## config.mk

```make
export PLATFORM = sky130hd
export DESIGN_NAME = mio_bus_gen
export DESIGN_NICKNAME = d
export VERILOG_FILES = /design/src/rtl/mio_bus_gen.sv
export SDC_FILE = /design/constraint.sdc
export NUM_CORES = 1
export LEC_CHECK = 0
export BUFFER_PORTS_ARGS = -buffer_cell sky130_fd_sc_hd__buf_4
export CAP_MARGIN = 15
export CORE_MARGIN = 1.5
export CORE_UTILIZATION = 47
export DETAILED_ROUTE_END_ITERATION = 10
export PLACE_DENSITY = 0.77
export SLEW_MARGIN = 25
export SYNTH_ARGS = -nofsm -noshare
export SYNTH_HDL_FRONTEND = slang
export SYNTH_SLANG_ARGS = --single-unit
```

## constraint.sdc

```tcl
create_clock -name clk -period 1.8 [get_ports clk]
set_clock_uncertainty 0.15 [all_clocks]
set_input_delay 0.09 -clock clk [delete_from_list [all_inputs] [get_ports clk]]
set_output_delay 0.09 -clock clk [all_outputs]
set_load 0.02 [all_outputs]
```

## src/rtl/mio_bus_gen.sv

```systemverilog
// mio_bus_gen: memory-mapped I/O bus between the CPU and the game peripherals.
// addr_bus[31:28] selects RAM (0), LFSR random source (C), keyboard (D) or board cells (F).
// Reads are registered: data appears with rd_valid on the edge after the request.
// Build option: define MIO_BUS_KBFIFO_EN for a KB_DEPTH-entry keyboard scancode FIFO;
// without it the keyboard path is a single holding register.
module mio_bus_gen #(
    parameter int                N_CELLS  = 16,
    parameter int                CELL_W   = 4,
    parameter int                RAM_AW   = 10,
    parameter int                KB_DEPTH = 8,
    parameter int                RAND_W   = 16,
    parameter logic [RAND_W-1:0] RAND_TAP = 16'hB400,
    parameter logic [RAND_W-1:0] SEED     = 16'hACE1,
    parameter int                IDX_W    = $clog2(N_CELLS)
) (
    input  logic              clk,
    input  logic              rst_n,
    input  logic              bus_req,
    input  logic              mem_w,
    input  logic [31:0]       addr_bus,
    input  logic [31:0]       Cpu_data2bus,
    output logic [31:0]       Cpu_data4bus,
    output logic              rd_valid,
    output logic [RAM_AW-1:0] ram_addr,
    output logic [31:0]       ram_data_in,
    output logic              data_ram_we,
    input  logic [31:0]       ram_data_out,
    input  logic [9:0]        ps2kb_key,
    input  logic              ps2kb_valid,
    input  logic [IDX_W-1:0]  cell_idx,
    output logic [CELL_W-1:0] cell_data
);

    localparam logic [3:0] REG_RAM  = 4'h0;
    localparam logic [3:0] REG_RAND = 4'hC;
    localparam logic [3:0] REG_KBD  = 4'hD;
    localparam logic [3:0] REG_CELL = 4'hF;

    logic             rd, wr;
    logic [3:0]       region;
    logic [31:0]      word_idx;
    logic             cell_hit;
    logic [IDX_W-1:0] cell_widx;
    logic             unused_addr_lsbs;

    assign rd        = bus_req & ~mem_w;
    assign wr        = bus_req & mem_w;
    assign region    = addr_bus[31:28];
    // The full word offset is compared so addresses past the last cell never alias onto low cells.
    assign word_idx  = {6'b0, addr_bus[27:2]};
    assign cell_hit  = (region == REG_CELL) && (word_idx < 32'(N_CELLS));
    assign cell_widx = word_idx[IDX_W-1:0];
    assign unused_addr_lsbs = ^addr_bus[1:0];

    assign ram_addr    = addr_bus[RAM_AW+1:2];
    assign ram_data_in = Cpu_data2bus;
    assign data_ram_we = wr && (region == REG_RAM);

    // ---------------- board cells ----------------
    logic [CELL_W-1:0] cells_q [N_CELLS];
    logic [CELL_W-1:0] cells_d [N_CELLS];
    logic [31:0]       disp_idx;

    // Board next state: at most one cell written per CPU write.
    always_comb begin
        // NOTE: blocking '=' in always_comb, with every output defaulted first, keeps this purely combinational (no latch).
        cells_d = cells_q;
        if (wr && cell_hit) cells_d[cell_widx] = Cpu_data2bus[CELL_W-1:0];
    end

    // Board register file.
    always_ff @(posedge clk or negedge rst_n) begin
        // NOTE: the cell array is reset because the display reads it directly; keyboard FIFO storage is
        // deliberately not reset, since only occupied entries are ever returned.
        if (!rst_n) begin
            for (int i = 0; i < N_CELLS; i++) cells_q[i] <= '0;
        end else begin
            cells_q <= cells_d;
        end
    end

    assign disp_idx  = 32'(cell_idx);
    assign cell_data = (disp_idx < 32'(N_CELLS)) ? cells_q[cell_idx] : '0;

    // ---------------- LFSR random source ----------------
    logic [RAND_W-1:0] lfsr_q, lfsr_d;

    // Galois step every cycle; a CPU write reseeds instead, mapping zero to SEED so the LFSR never locks up.
    always_comb begin
        lfsr_d = {1'b0, lfsr_q[RAND_W-1:1]} ^ (lfsr_q[0] ? RAND_TAP : '0);
        if (wr && region == REG_RAND)
            lfsr_d = (Cpu_data2bus[RAND_W-1:0] == '0) ? SEED : Cpu_data2bus[RAND_W-1:0];
    end

    // LFSR state.
    always_ff @(posedge clk or negedge rst_n) begin
        if (!rst_n) lfsr_q <= SEED;
        else        lfsr_q <= lfsr_d;
    end

    // ---------------- keyboard ----------------
    logic       kb_rd_data, kb_rd_stat;
    logic       kb_empty, kb_pop, kb_ovf_set;
    logic [9:0] kb_head;
    logic [7:0] kb_cnt8;
    logic       kb_ovf_q, kb_ovf_d;

    assign kb_rd_data = rd && (region == REG_KBD) && !addr_bus[2];
    assign kb_rd_stat = rd && (region == REG_KBD) &&  addr_bus[2];

`ifdef MIO_BUS_KBFIFO_EN
    localparam int KB_PW = $clog2(KB_DEPTH);
    localparam int KB_CW = $clog2(KB_DEPTH + 1);

    logic [9:0]       kb_mem_q [KB_DEPTH];
    logic [9:0]       kb_mem_d [KB_DEPTH];
    logic [KB_PW-1:0] kb_wp_q, kb_wp_d, kb_rp_q, kb_rp_d;
    logic [KB_CW-1:0] kb_cnt_q, kb_cnt_d;
    logic             kb_full, kb_push;

    assign kb_empty   = (kb_cnt_q == '0);
    assign kb_full    = (kb_cnt_q == KB_CW'(KB_DEPTH));
    assign kb_pop     = kb_rd_data && !kb_empty;
    // A pop in the same cycle frees the slot, so a full FIFO still accepts the new key.
    assign kb_push    = ps2kb_valid && (!kb_full || kb_pop);
    assign kb_ovf_set = ps2kb_valid && kb_full && !kb_pop;
    assign kb_head    = kb_mem_q[kb_rp_q];
    assign kb_cnt8    = 8'(kb_cnt_q);

    // FIFO pointers, occupancy and storage next state; pointers wrap naturally at KB_DEPTH.
    always_comb begin
        kb_mem_d = kb_mem_q;
        kb_wp_d  = kb_wp_q;
        kb_rp_d  = kb_rp_q;
        kb_cnt_d = kb_cnt_q;
        if (kb_push) begin
            kb_mem_d[kb_wp_q] = ps2kb_key;
            kb_wp_d           = kb_wp_q + 1'b1;
        end
        if (kb_pop) kb_rp_d = kb_rp_q + 1'b1;
        case ({kb_push, kb_pop})
            2'b10:   kb_cnt_d = kb_cnt_q + 1'b1;
            2'b01:   kb_cnt_d = kb_cnt_q - 1'b1;
            default: kb_cnt_d = kb_cnt_q;
        endcase
    end

    // FIFO control state.
    always_ff @(posedge clk or negedge rst_n) begin
        if (!rst_n) begin
            kb_wp_q  <= '0;
            kb_rp_q  <= '0;
            kb_cnt_q <= '0;
        end else begin
            kb_wp_q  <= kb_wp_d;
            kb_rp_q  <= kb_rp_d;
            kb_cnt_q <= kb_cnt_d;
        end
    end

    // FIFO storage.
    always_ff @(posedge clk) begin
        kb_mem_q <= kb_mem_d;
    end
`else
    logic [9:0] kb_key_q, kb_key_d;
    logic       kb_full_q, kb_full_d;
    logic       unused_kb_depth;

    assign unused_kb_depth = (KB_DEPTH > 0);
    assign kb_empty   = !kb_full_q;
    assign kb_pop     = kb_rd_data && kb_full_q;
    assign kb_ovf_set = ps2kb_valid && kb_full_q && !kb_pop;
    assign kb_head    = kb_key_q;
    assign kb_cnt8    = {7'b0, kb_full_q};

    // Holding register: a new key always lands (overwriting if unread); a DATA read empties it.
    always_comb begin
        kb_key_d  = kb_key_q;
        kb_full_d = kb_full_q;
        if (ps2kb_valid) begin
            kb_key_d  = ps2kb_key;
            kb_full_d = 1'b1;
        end else if (kb_pop) begin
            kb_full_d = 1'b0;
        end
    end

    // Holding register state.
    always_ff @(posedge clk or negedge rst_n) begin
        if (!rst_n) begin
            kb_key_q  <= '0;
            kb_full_q <= 1'b0;
        end else begin
            kb_key_q  <= kb_key_d;
            kb_full_q <= kb_full_d;
        end
    end
`endif

    // Sticky overflow: a STATUS read clears it, but a new overflow on the same edge wins.
    always_comb begin
        kb_ovf_d = kb_ovf_set | (kb_ovf_q & ~kb_rd_stat);
    end

    // Overflow flag.
    always_ff @(posedge clk or negedge rst_n) begin
        if (!rst_n) kb_ovf_q <= 1'b0;
        else        kb_ovf_q <= kb_ovf_d;
    end

    // ---------------- read data path ----------------
    logic [31:0] bus_rdata;
    logic [31:0] rd_data_q, rd_data_d;
    logic        rd_valid_q;

    // Read mux; unmapped regions and out-of-range cells read as zero.
    always_comb begin
        bus_rdata = '0;
        case (region)
            REG_RAM:  bus_rdata = ram_data_out;
            REG_RAND: bus_rdata = 32'(lfsr_q);
            REG_KBD: begin
                if (addr_bus[2])   bus_rdata = {kb_ovf_q | kb_ovf_set, 23'b0, kb_cnt8};
                else if (kb_empty) bus_rdata = 32'h8000_0000;
                else               bus_rdata = {1'b0, 21'b0, kb_head};
            end
            REG_CELL: if (cell_hit) bus_rdata = 32'(cells_q[cell_widx]);
            default:  bus_rdata = '0;
        endcase
        rd_data_d = rd ? bus_rdata : rd_data_q;
    end

    // Registered read data; holds its last value between reads.
    always_ff @(posedge clk or negedge rst_n) begin
        if (!rst_n) begin
            rd_data_q  <= '0;
            rd_valid_q <= 1'b0;
        end else begin
            rd_data_q  <= rd_data_d;
            rd_valid_q <= rd;
        end
    end

    assign Cpu_data4bus = rd_data_q;
    assign rd_valid     = rd_valid_q;

endmodule

```

---- Yosys cells after proc, flatten, opt, wreduce, memory -nomap -nowiden ----
Cells that the tools add are included.
word-level totals
  register bits after elaboration ......... 125
  input port bits ......................... 115
  output and inout bits ................... 80
  word-level logic and storage cells ...... 75
cells by class
  magnitude comparators ................... 5
  equality and inequality tests ........... 3
  muxes and demuxes ....................... 19
  bitwise operators ....................... 10
  reduce and logical (&&, ||, !) cells .... 16
operators by type and width
  operator                                                               count
  32-bit case mux with 4 select lines                                    1
  64-bit bitwise mux                                                     1
  32-bit 2-to-1 mux                                                      2
  16-bit 2-to-1 mux                                                      3
  4-bit binary-select mux with 4-bit select                              2
  4-bit 2-to-1 mux                                                       7
  26-bit by 5-bit < comparator with 1-bit output, second input constant  1
  4-bit demux with 4-bit select                                          1
  16-bit zero test                                                       1
  15-bit by 16-bit XOR with 16-bit output                                1
  4-bit == test, second input constant                                   3
  1-bit logical AND                                                      11
  5-bit >= comparator, second input constant                             2
  4-bit NOT with 5-bit output                                            2
  4-bit by 5-bit < comparator with 1-bit output, second input constant   1
  5-bit by 1-bit < comparator with 1-bit output, second input constant   1
  4-bit zero test                                                        1
  1-bit AND                                                              3
  1-bit zero test                                                        2
  1-bit 2-to-1 mux                                                       2
  1-bit NOT                                                              2
  1-bit OR                                                               2
  2-bit nonzero test                                                     1

---- Depth between registers and ports, before layout ----
Gate-level depths: netlist of the first run.
  word-level depth ........................ 10
  depth in mapped cells ................... 7
  mapped depth without buffers ............ 5

---- Worst setup path before layout of the first run ----
No wires, ideal clock.
  path kind ............................... input to output
  start point ............................. in cell_idx[0]
  end point ............................... out cell_data[0]
  data arrival time ....................... 1.581 ns
  data required time ...................... 1.560 ns
  setup slack ............................. -0.021 ns
  cell stages on the path ................. 4
  path buffers ............................ 2
  path through ............................ buf_2 buf_4 mux4_2 mux4_2
between the ends
  word-level cells in the longest chain between the ends .. 5
  elaborated cells between the ends (all ways) .. 6
  those cells by class .................... order compare: 1; mux: 4; bitwise: 1
RTL lines
  item                                                  line  RTL
  start: declaration                                    30    input logic [IDX_W-1:0] cell_idx,
  4-bit NOT with 5-bit output (not written as such)     83    assign cell_data = (disp_idx < 32'(N_CELLS)) ? cells_q[cell_idx] : '0;
  4-bit binary-select mux with 4-bit select             83
  4-bit 2-to-1 mux (not written as such) (2 in series)  83
  4-bit 2-to-1 mux (*)                                  83
  end: declaration                                      31    output logic [CELL_W-1:0] cell_data
Every way passes the cells marked *; elsewhere a longest branch is shown, timed or not. The select of a mux whose other input is x is not followed.

---- Worst setup path after layout of the first run ----
  start point ............................. reg cells_q[58] (netlist name)
  end point ............................... out cell_data[2]
between the ends
  word-level cells in the longest chain between the ends .. 4
RTL lines
  item                                                  line  RTL
  start: declaration                                    60    logic [CELL_W-1:0] cells_q [N_CELLS];
  start signal: assignment                              78    cells_q <= cells_d;
  4-bit binary-select mux with 4-bit select             83
  4-bit 2-to-1 mux (not written as such) (2 in series)  83
  4-bit 2-to-1 mux                                      83
No other way between the ends. The select of a mux whose other input is x is not followed.

==> impl_metrics.py, run 1 <==
metrics = {
    "logic_synthesis": {
        "ys.flop_type": "dfrtp_1",
        "async_reset_ff_share_pct": 100,
        "syn_avg_cell_area_um2": 12.4,
        "seq_area_frac_synth_pct": 47.7,
        "netlist_area_um2": 6580,
        "ys_ff_latch": 125,
        "synth_edf_count": 0,
        "netlist_instances": 531,
        "syn-num-nets": 646,
        "synth_cell_types": 46,
        "ys_warn_count": 0,
    },
    "drt": {
        "remaining_drc_errors": 0,
        "ant_nets": 0,
        "num_vias": 5765,
        "routedWlPerCell_um": 22.0,
        "wl_um": 21400,
        "vias_per_cell": 5.94,
        "first_iter_violations": 597,
        "drt_pass1_iterations": 6,
    },
    "worst_setup_path": {
        "worstSetupPathType": "register to primary output",
        "arrival_ns": 2.10,
        "crit_chain": "buf_4 -> mux4_2 -> mux4_2 -> buf_6",
        "critPathCaptureType": "primary output",
        "cp_slowest_cell": "mux4_2",
        "crit_top_cell": "mux4_2",
        "worst_setup_path_start_kind": "register",
        "cpPeakStageDelay_ns": 0.52,
        "critPathRequiredTime_ns": 1.56,
        "worstPathMaxFanout": 2,
    },
    "sta": {
        "layout_min_cycle_time_ns": 2.34,
        "fin_crit_sh_pct": 130,
        "setup_violations": 7,
        "slew_headroom_pct": 55.2,
        "whs_ns": 0.0300,
        "fmax_ghz": 0.428,
        "fin_ws_ns": -0.536,
        "hold_viol_final": 0,
        "finalMaxSlewViolations": 0,
        "rsz0062_at_grt": "yes",
        "worst_pin_slew_ns": 0.669,
    },
    "cts": {
        "cts_tree": "yes",
        "cts_made_buffers": 17,
        "path_clk_slew_ns": 0.05,
        "clock-root-buffer": "clkbuf_16",
        "clk_path_buf_depth": 2,
        "cts-htree-levels": 4,
        "insertion_delay_ns": 0.43,
        "clock-sinks": 125,
    },
    "power": {
        "leakagePower_nw": 4.47,
        "p_per_area_nw_per_um2": 860,
        "total_power_mw": 8.20,
        "vdd_ir_drop_max_mv": 0.661,
    },
    "place": {
        "io_buffers": 160,
        "dp_cells": 865,
        "place_hpwl_um": 14600,
        "place_congestion": 0.943,
    },
    "floorplanning": {
        "die_w_um": 121,
        "num_rows": 43,
        "num_io_pins": 195,
        "core_area_um2": 13800,
        "die_area_um2": 14700,
        "start_util_pct": 47.8,
        "die_height_um": 121,
    },
    "status": {
        "violations": "negative setup slack",
        "status": "finished with violations",
    },
    "grt": {
        "grt_pass1_wl_um": 32600,
        "first_global_vias": 6156,
        "grt_start_max_net_pins": 43,
        "antenna_found_initial": 0,
        "grt.overflow.total": 0,
        "grtUsageTotal_pct": 29.9,
    },
    "layout": {
        "layout_common_cells": "buf_4, dfrtp_1, mux2_2",
        "drive_gt1_share_pct": 51.5,
        "multiInputGateArea_um2": 3020,
        "final_common_cell": "buf_4",
        "final_cells": 970,
        "area_delta_synth_final_pct": 45.1,
        "regArea_um2": 3140,
        "num-nets-final": 892,
        "n_antenna_cell": 0,
        "n_fill_cell": 911,
    },
    "worst_hold_path": {
        "hp-class": "primary input to primary output",
    },
    "run": {
        "cap_violations": 0,
    },
}
==> path summary, 6_finish.rpt <==
path / endpoint / from / slack (ns) / cells past startpoint
max in group asynchronous: lfsr_q[11]$_DFF_PN1_ / rst_n / 0.76 / 3
worst max-delay path: cell_data[2] / cells_q[58]$_DFFE_PN0P_ / -0.54 / 4
worst min-delay path: ram_data_in[27] / Cpu_data2bus[27] / 0.03 / 0
worst min register to register: Cpu_data4bus[16]$_DFFE_PN0P_ / Cpu_data4bus[16]$_DFFE_PN0P_ / 0.33 / 2
worst max register to register: Cpu_data4bus[2]$_DFFE_PN0P_ / cells_q[62]$_DFFE_PN0P_ / -0.26 / 7
min in group asynchronous: cells_q[54]$_DFFE_PN0P_ / rst_n / 0.05 / 2
==> critical path, delay by kind of cell (launching register included) <==
| family | cells | cell delay [ns] |
|---|---|---|
| buf+inv | 2 | 0.30 |
| flops | 1 | 0.39 |
| mux | 2 | 0.98 |
==> what timing repair did <==
item,in CTS,in global routing
endpoints found under the hold margin,172,0
hold buffers,65,0
endpoints found under the setup margin,7,12
setup buffers,5,3
gates resized for setup,14,8
cloned,0,0
pin swaps,2,7
==> final cells by class <==
| class | count | area share (%) |
|---|---|---|
| clock buffers | 21 | 4.72 |
| clock inverters | 11 | 2.02 |
| inverters | 2 | 0.0787 |
| multi-input cells | 331 | 31.7 |
| flip-flops and latches | 125 | 32.9 |
| well taps | 180 | 2.36 |
| repair buffers | 300 | 26.3 |
==> metrics by stage <==
step | worst slack [ns] | instance area, µm² | util, % | setup TNS, ns
2_1_floorplan | 0.0276 | 6580 | - | 0
3_3_place_gp | -0.151 | 8110 | 58.9 | -6.45
3_5_place_dp | -0.262 | 8110 | 58.9 | -13.14
4_1_cts | -0.528 | 9490 | 68.9 | -2.23
5_1_grt | -0.567 | 9540 | 69.3 | -2.81
6_report | -0.536 | 9540 | 69.3 | -2.47
==> registers in the layout, summed over array words and instances (netlist names) <==
name,cells
kb_full_q,1
Cpu_data4bus,32
cells_q,64
lfsr_q,16
rd_valid,1
kb_head,10
kb_ovf_q,1
==> kinds of logic (layout without fill, tap and decap cells) <==
logic type | after synthesis | count (layout) | share of synthesized area [%]
XOR/XNOR | 3 | 3 | 0.400
buffers and inverters | 75 | 334 | 6.98
AND/OR/NAND/NOR | 145 | 145 | 11.9
flip-flops | 125 | 125 | 47.7
multiplexers | 119 | 119 | 26.2
AO/OA/AOI/OAI | 64 | 64 | 6.91
==> Yosys cell counts, types with 2 or more instances <==
master,count,area share (%)
nor4b_1,2,0.27
mux4_2,34,12
nor3_4,2,0.49
a21oi_1,5,0.38
nand2b_1,2,0.19
dfrtp_1,117,45
nand2_1,56,3.2
dfstp_2,8,3.2
xor2_1,2,0.27
or3_1,3,0.29
buf_4,45,5.1
a311oi_1,2,0.27
nand4b_1,2,0.27
o22a_1,8,1.1
mux2_2,83,14
o21ai_0,20,1.5
nor2_1,21,1.2
nand4_1,5,0.48
buf_2,7,0.53
nor4b_2,2,0.46
nor2b_1,5,0.48
buf_1,3,0.17
nor4_1,13,1.2
mux2i_1,2,0.30
nand3_1,23,1.8
clkbuf_1,18,1.0
a22oi_1,10,1.1
o22ai_1,2,0.19
a22o_1,4,0.53
a222oi_1,9,1.4
==> metal layers <==
| layer | GRT usage (%) | share of wire (%) | wire, µm | vias up |
|---|---|---|---|---|
| met1 | 34.1 | 37 | 7940 | 2878 |
| met2 | 50.8 | 51 | 10800 | 370 |
| li1 | - | - | - | 2437 |
| met3 | 7.57 | 7.9 | 1680 | 80 |
| met4 | 17.1 | 4.4 | 934 | 0 |
| met5 | 0 | 0 | 0 | - |
==> report_power, final <==
part / switching (mW) / internal (mW)
sequential: 0.165 / 3.11
clock: 1.26 / 2.49
combinational: 0.541 / 0.646
total: 1.96 / 6.24
Note: power is estimated with default switching activity, not from simulation.
==> inputs of run 2 (changes only) <==
Settings changed: CELL_PAD_IN_SITES_DETAIL_PLACEMENT from default to 1, CELL_PAD_IN_SITES_GLOBAL_PLACEMENT from default to 1, CORE_UTILIZATION 47 to 37, CTS_CLUSTER_SIZE from default to 24, PLACE_DENSITY 0.77 to default, PLACE_DENSITY_LB_ADDON from default to 0.1.
==> run 2 against run 1 <==
Compared with the run above: the flow still finishes with violations (negative setup slack); setup slack got worse by 0.015 ns; core utilization down 14 points; die area is 26% higher; largest power group unchanged; highest routed layer unchanged.
==> impl_metrics.py, run 2 (same netlist as run 1, synthesis figures left out) <==
metrics = {
    "place": {
        "io_buffers": 160,
        "dp_cells": 904,
        "place_congestion": 0.873,
        "dpl_cell_area_um2": 8140,
        "place_hpwl_um": 15700,
        "preCtsSetupSlack_ns": -0.258,
    },
    "cts": {
        "clock-root-buffer": "clkbuf_16",
        "path_clk_slew_ns": 0.06,
        "insertion_delay_ns": 0.43,
        "cts_tree": "yes",
        "clk_path_buf_depth": 2,
        "clock-sinks": 125,
        "cts_made_buffers": 17,
        "cts-htree-levels": 4,
    },
    "floorplanning": {
        "die_area_um2": 18600,
        "die_height_um": 136,
        "die_w_um": 136,
        "num_rows": 48,
        "start_util_pct": 37.9,
        "core_area_um2": 17400,
        "num_io_pins": 195,
    },
    "grt": {
        "first_global_vias": 5927,
        "grt_util_met1_pct": 30.8,
        "grt.met3_usage_pct": 5.52,
        "antenna_found_initial": 0,
        "grt.overflow.total": 0,
        "grtUsageTotal_pct": 25.2,
        "grt_pass1_wl_um": 34200,
        "top_usage_layer": "met2",
        "grtUsageMet2_pct": 43.4,
        "grt_start_max_net_pins": 80,
    },
    "drt": {
        "remaining_drc_errors": 0,
        "wl_um": 22300,
        "vias_per_cell": 5.41,
        "first_iter_violations": 375,
        "routedWlPerCell_um": 22.1,
        "ant_nets": 0,
        "num_vias": 5457,
        "drt_pass1_iterations": 5,
    },
    "sta": {
        "setup_tns_ns": -2.57,
        "slew_headroom_pct": 43.7,
        "worst_pin_slew_ns": 0.837,
        "layout_min_cycle_time_ns": 2.35,
        "fmax_ghz": 0.425,
        "whs_ns": 0.0300,
        "finalMaxSlewViolations": 0,
        "fin_ws_ns": -0.551,
        "fin_crit_sh_pct": 131,
        "setup_violations": 7,
        "hold_viol_final": 0,
        "rsz0062_at_grt": "yes",
    },
    "worst_setup_path": {
        "r2r_end": "Cpu_data4bus[1]$_DFFE_PN0P_",
        "critPathCaptureType": "primary output",
        "ff2ff_setup_slack_ns": -0.37,
        "arrival_ns": 2.11,
        "worst_setup_path_start_kind": "register",
        "worstSetupPathType": "register to primary output",
        "worstPathMaxFanout": 2,
        "worst_r2r_startpoint": "cells_q[41]$_DFFE_PN0P_",
        "critPathRequiredTime_ns": 1.56,
        "reg2reg_depth": 7,
    },
    "status": {
        "violations": "negative setup slack",
        "status": "finished with violations",
    },
    "layout": {
        "area_delta_synth_final_pct": 45.5,
        "final_common_cell": "buf_4",
        "n_fill_cell": 1752,
        "drive_gt1_share_pct": 51.0,
        "largest_register_ffs": 64,
        "largest_register": "cells_q",
        "num-nets-final": 886,
        "final_cells": 1009,
        "n_antenna_cell": 0,
        "fin_area_um2": 9570,
        "layout_common_cells": "buf_4, dfrtp_1, mux2_2",
    },
    "power": {
        "leakagePower_nw": 4.46,
        "p_per_area_nw_per_um2": 866,
        "vdd_ir_drop_max_mv": 0.738,
    },
    "worst_hold_path": {
        "hp-start": "Cpu_data2bus[27]",
        "min_path_cells": 0,
        "hp-class": "primary input to primary output",
        "worstHoldEndpoint": "ram_data_in[27]",
    },
    "run": {
        "cap_violations": 0,
    },
}
## run 2: cell count changes in the layout (fill, tap and decap cells not counted), moves of 2 or more
cell | before | now
dlygate4sd3_1 | 65 | 67
nand3_1 | 23 | 20
buf_6 | 11 | 7
buf_4 | 220 | 215
nand3_2 | 0 | 3
## run 2: area by class of cell
class	count	area [µm²]	area share [%]
multi-input cells	331	3030	31.7
clock inverters	10	186	1.95
flip-flops and latches	125	3140	32.8
repair buffers	294	2460	25.7
clock buffers	22	464	4.85
well taps	225	282	2.94
inverters	2	7.51	0.0784
## run 2: what timing repair did
action                     CTS  global route
pin swaps                    5             5
setup endpoints to repair    7             8
hold endpoints to repair   186             0
cloned                       0             0
hold buffers                67             0
buffers inserted             4             2
gates resized for setup     12             8
## run 2: per-stage QoR
| stage | util, % | total power, mW |
|---|---|---|
| after floorplan | - | 3.87 |
| after global placement | 46.9 | 4.33 |
| after detailed placement | 46.9 | 4.37 |
| after CTS | 54.9 | 8.36 |
| after global routing | 55.1 | 8.63 |
| final | 55.1 | 8.29 |
## run 2: routing by layer
metal	vias to the layer above	part of all wire, %
met5	-	0
met2	204	52
met4	0	1.8
li1	2430	-
met1	2794	41
met3	29	5.6
## run 2: power by group
part | internal, mW | leakage (nW) | switching (mW)
logic | 0.650 | 2.49 | 0.533
registers | 3.11 | 1.66 | 0.178
clock network | 2.53 | 0.307 | 1.29
total | 6.28 | 4.46 | 2.01
## run 2: critical path, cell delays in order (launching register included)
cell     delay [ns]
dfrtp_1        0.42
buf_4          0.15
mux4_2         0.47
mux4_2         0.49
buf_6          0.15
## run 2: how the worst max path moves through the flow
stage	endpoint	depth (start not counted)	startpoint
final	cell_data[1]	4	cells_q[41]$_DFFE_PN0P_
after global routing	cell_data[1]	4	cells_q[41]$_DFFE_PN0P_
after CTS	cell_data[1]	4	cells_q[41]$_DFFE_PN0P_
after detailed placement	cells_q[26]$_DFFE_PN0P_	6	addr_bus[24]
after global placement	cells_q[21]$_DFFE_PN0P_	7	addr_bus[16]
after floorplan	cell_data[0]	4	cell_idx[0]
==> inputs of run 3 (changes only) <==
Settings changed: MAX_ROUTING_LAYER from default to met4.
==> run 3 against run 2 <==
Compared with the run above: the flow still finishes with violations (negative setup slack); register-to-register slack is essentially flat; count of clock-buffer cells in the layout is the same; sequential share of layout area is the same; setup slack lost 0.0067 ns; largest cell class unchanged; highest routed layer unchanged.
==> impl_metrics.py, run 3 (same netlist as run 1, synthesis figures left out) <==
metrics = {
    "status": {
        "status": "finished with violations",
        "violations": "negative setup slack",
    },
    "layout": {
        "n_antenna_cell": 0,
        "final_cells": 1009,
        "largest_register_ffs": 64,
        "final_common_cell": "buf_4",
        "drive_gt1_share_pct": 51.0,
        "area_delta_synth_final_pct": 45.5,
        "fin_area_um2": 9570,
        "layout_common_cells": "buf_4, dfrtp_1, mux2_2",
        "largest_register": "cells_q",
        "num-nets-final": 886,
    },
    "worst_hold_path": {
        "worstHoldEndpoint": "ram_data_in[27]",
        "hp-start": "Cpu_data2bus[27]",
        "hp-class": "primary input to primary output",
        "min_path_cells": 0,
    },
    "cts": {
        "cts_made_buffers": 17,
        "clock-root-buffer": "clkbuf_16",
        "cts-htree-levels": 4,
        "insertion_delay_ns": 0.43,
        "path_clk_slew_ns": 0.06,
        "cts_tree": "yes",
        "clk_path_buf_depth": 2,
        "clock-sinks": 125,
    },
    "run": {
        "cap_violations": 0,
    },
    "grt": {
        "first_global_vias": 5902,
        "grtUsageTotal_pct": 25.9,
        "antenna_found_initial": 0,
        "grt_start_max_net_pins": 80,
        "grt.overflow.total": 0,
        "grt_pass1_wl_um": 34300,
    },
    "power": {
        "p_per_area_nw_per_um2": 867,
        "switchingPower_mw": 2.01,
        "leakagePower_nw": 4.46,
        "total_power_mw": 8.30,
        "combPwrFrac_pct": 14.3,
        "power_switching_share_pct": 24.3,
        "vdd_ir_drop_max_mv": 0.739,
        "clkPwrFrac_pct": 46.1,
        "p_int_mw": 6.28,
        "power_frac_seq_pct": 39.6,
    },
    "drt": {
        "remaining_drc_errors": 0,
        "ant_nets": 0,
        "drt_pass1_iterations": 5,
        "vias_per_cell": 5.43,
        "num_vias": 5481,
        "wl_um": 22400,
        "first_iter_violations": 386,
        "routedWlPerCell_um": 22.2,
    },
    "sta": {
        "finalMaxSlewViolations": 0,
        "fin_ws_ns": -0.558,
        "whs_ns": 0.0300,
        "setup_violations": 7,
        "layout_min_cycle_time_ns": 2.36,
        "hold_viol_final": 0,
        "fmax_ghz": 0.424,
        "rsz0062_at_grt": "yes",
        "fin_crit_sh_pct": 131,
        "worst_pin_slew_ns": 0.848,
        "slew_headroom_pct": 42.9,
        "setup_tns_ns": -2.61,
    },
    "floorplanning": {
        "core_area_um2": 17400,
        "die_height_um": 136,
        "num_rows": 48,
        "die_w_um": 136,
        "num_io_pins": 195,
        "die_area_um2": 18600,
        "start_util_pct": 37.9,
    },
    "worst_setup_path": {
        "r2r_end": "Cpu_data4bus[1]$_DFFE_PN0P_",
        "worst_setup_path_start_kind": "register",
        "worstPathMaxFanout": 2,
        "worstSetupPathType": "register to primary output",
        "critPathRequiredTime_ns": 1.56,
        "reg2reg_depth": 7,
        "arrival_ns": 2.12,
        "ff2ff_setup_slack_ns": -0.37,
        "critPathCaptureType": "primary output",
        "worst_r2r_startpoint": "cells_q[41]$_DFFE_PN0P_",
    },
    "place": {
        "place_congestion": 0.887,
        "place_hpwl_um": 15700,
        "dpl_cell_area_um2": 8140,
        "dp_cells": 904,
        "io_buffers": 160,
    },
}
==> run 3: cell counts in the layout (fill, tap and decap cells not counted) <==
Identical to the previous run, type by type.
==> run 3: how the worst max path moves through the flow <==
stage	startpoint	to	slack [ns]
2_1_floorplan	cell_idx[0]	cell_data[0]	0.03
3_3_place_gp	addr_bus[16]	cells_q[21]$_DFFE_PN0P_	-0.20
3_5_place_dp	addr_bus[24]	cells_q[26]$_DFFE_PN0P_	-0.26
4_1_cts	cells_q[41]$_DFFE_PN0P_	cell_data[1]	-0.57
5_1_grt	cells_q[41]$_DFFE_PN0P_	cell_data[1]	-0.61
6_report	cells_q[41]$_DFFE_PN0P_	cell_data[1]	-0.56
==> run 3: power groups by stage <==
stage                     Combinational, mW  Clock [mW]  Sequential [mW]
after detailed placement               1.04           0             3.33
after global placement                 1.01           0             3.32
after global routing                   1.28        4.03             3.31
after floorplan                       0.604           0             3.26
final                                  1.19        3.83             3.29
after CTS                              1.18        3.90             3.29
==> run 3: cell type report <==
| cell class | count | area, µm² |
|---|---|---|
| fill | 1752 | 7790 |
| timing repair buffer | 294 | 2460 |
| clock buffer | 22 | 464 |
| multi-input combinational | 331 | 3030 |
| inverter | 2 | 7.51 |
| clock inverter | 10 | 186 |
| tap | 225 | 282 |
| sequential | 125 | 3140 |
==> run 3: repair_timing <==
| item | in CTS | in global routing |
|---|---|---|
| hold endpoints to repair | 186 | 0 |
| resized for setup | 12 | 8 |
| endpoints found under the setup margin | 7 | 8 |
| gates cloned | 0 | 0 |
| hold buffers | 67 | 0 |
| pin swaps | 5 | 5 |
| buffers inserted | 4 | 2 |
==> run 3: per-stage QoR <==
stage               worst slack (ns)  util, %
finish                        -0.558     55.1
global route                  -0.615     55.1
CTS                           -0.574     54.9
detailed placement            -0.258     46.9
global placement              -0.202     46.9
floorplan                     0.0276        -
==> run 3: layer usage <==
metal,wire length (µm),GRT usage (%)
met5,0,-
met4,480,9.69
met3,1100,4.81
met2,11400,43.3
met1,9350,31.1
==> run 3: critical path: stages, from the launching register on <==
cell	delay, ns
dfrtp_1	0.42
buf_4	0.15
mux4_2	0.47
mux4_2	0.50
buf_6	0.16
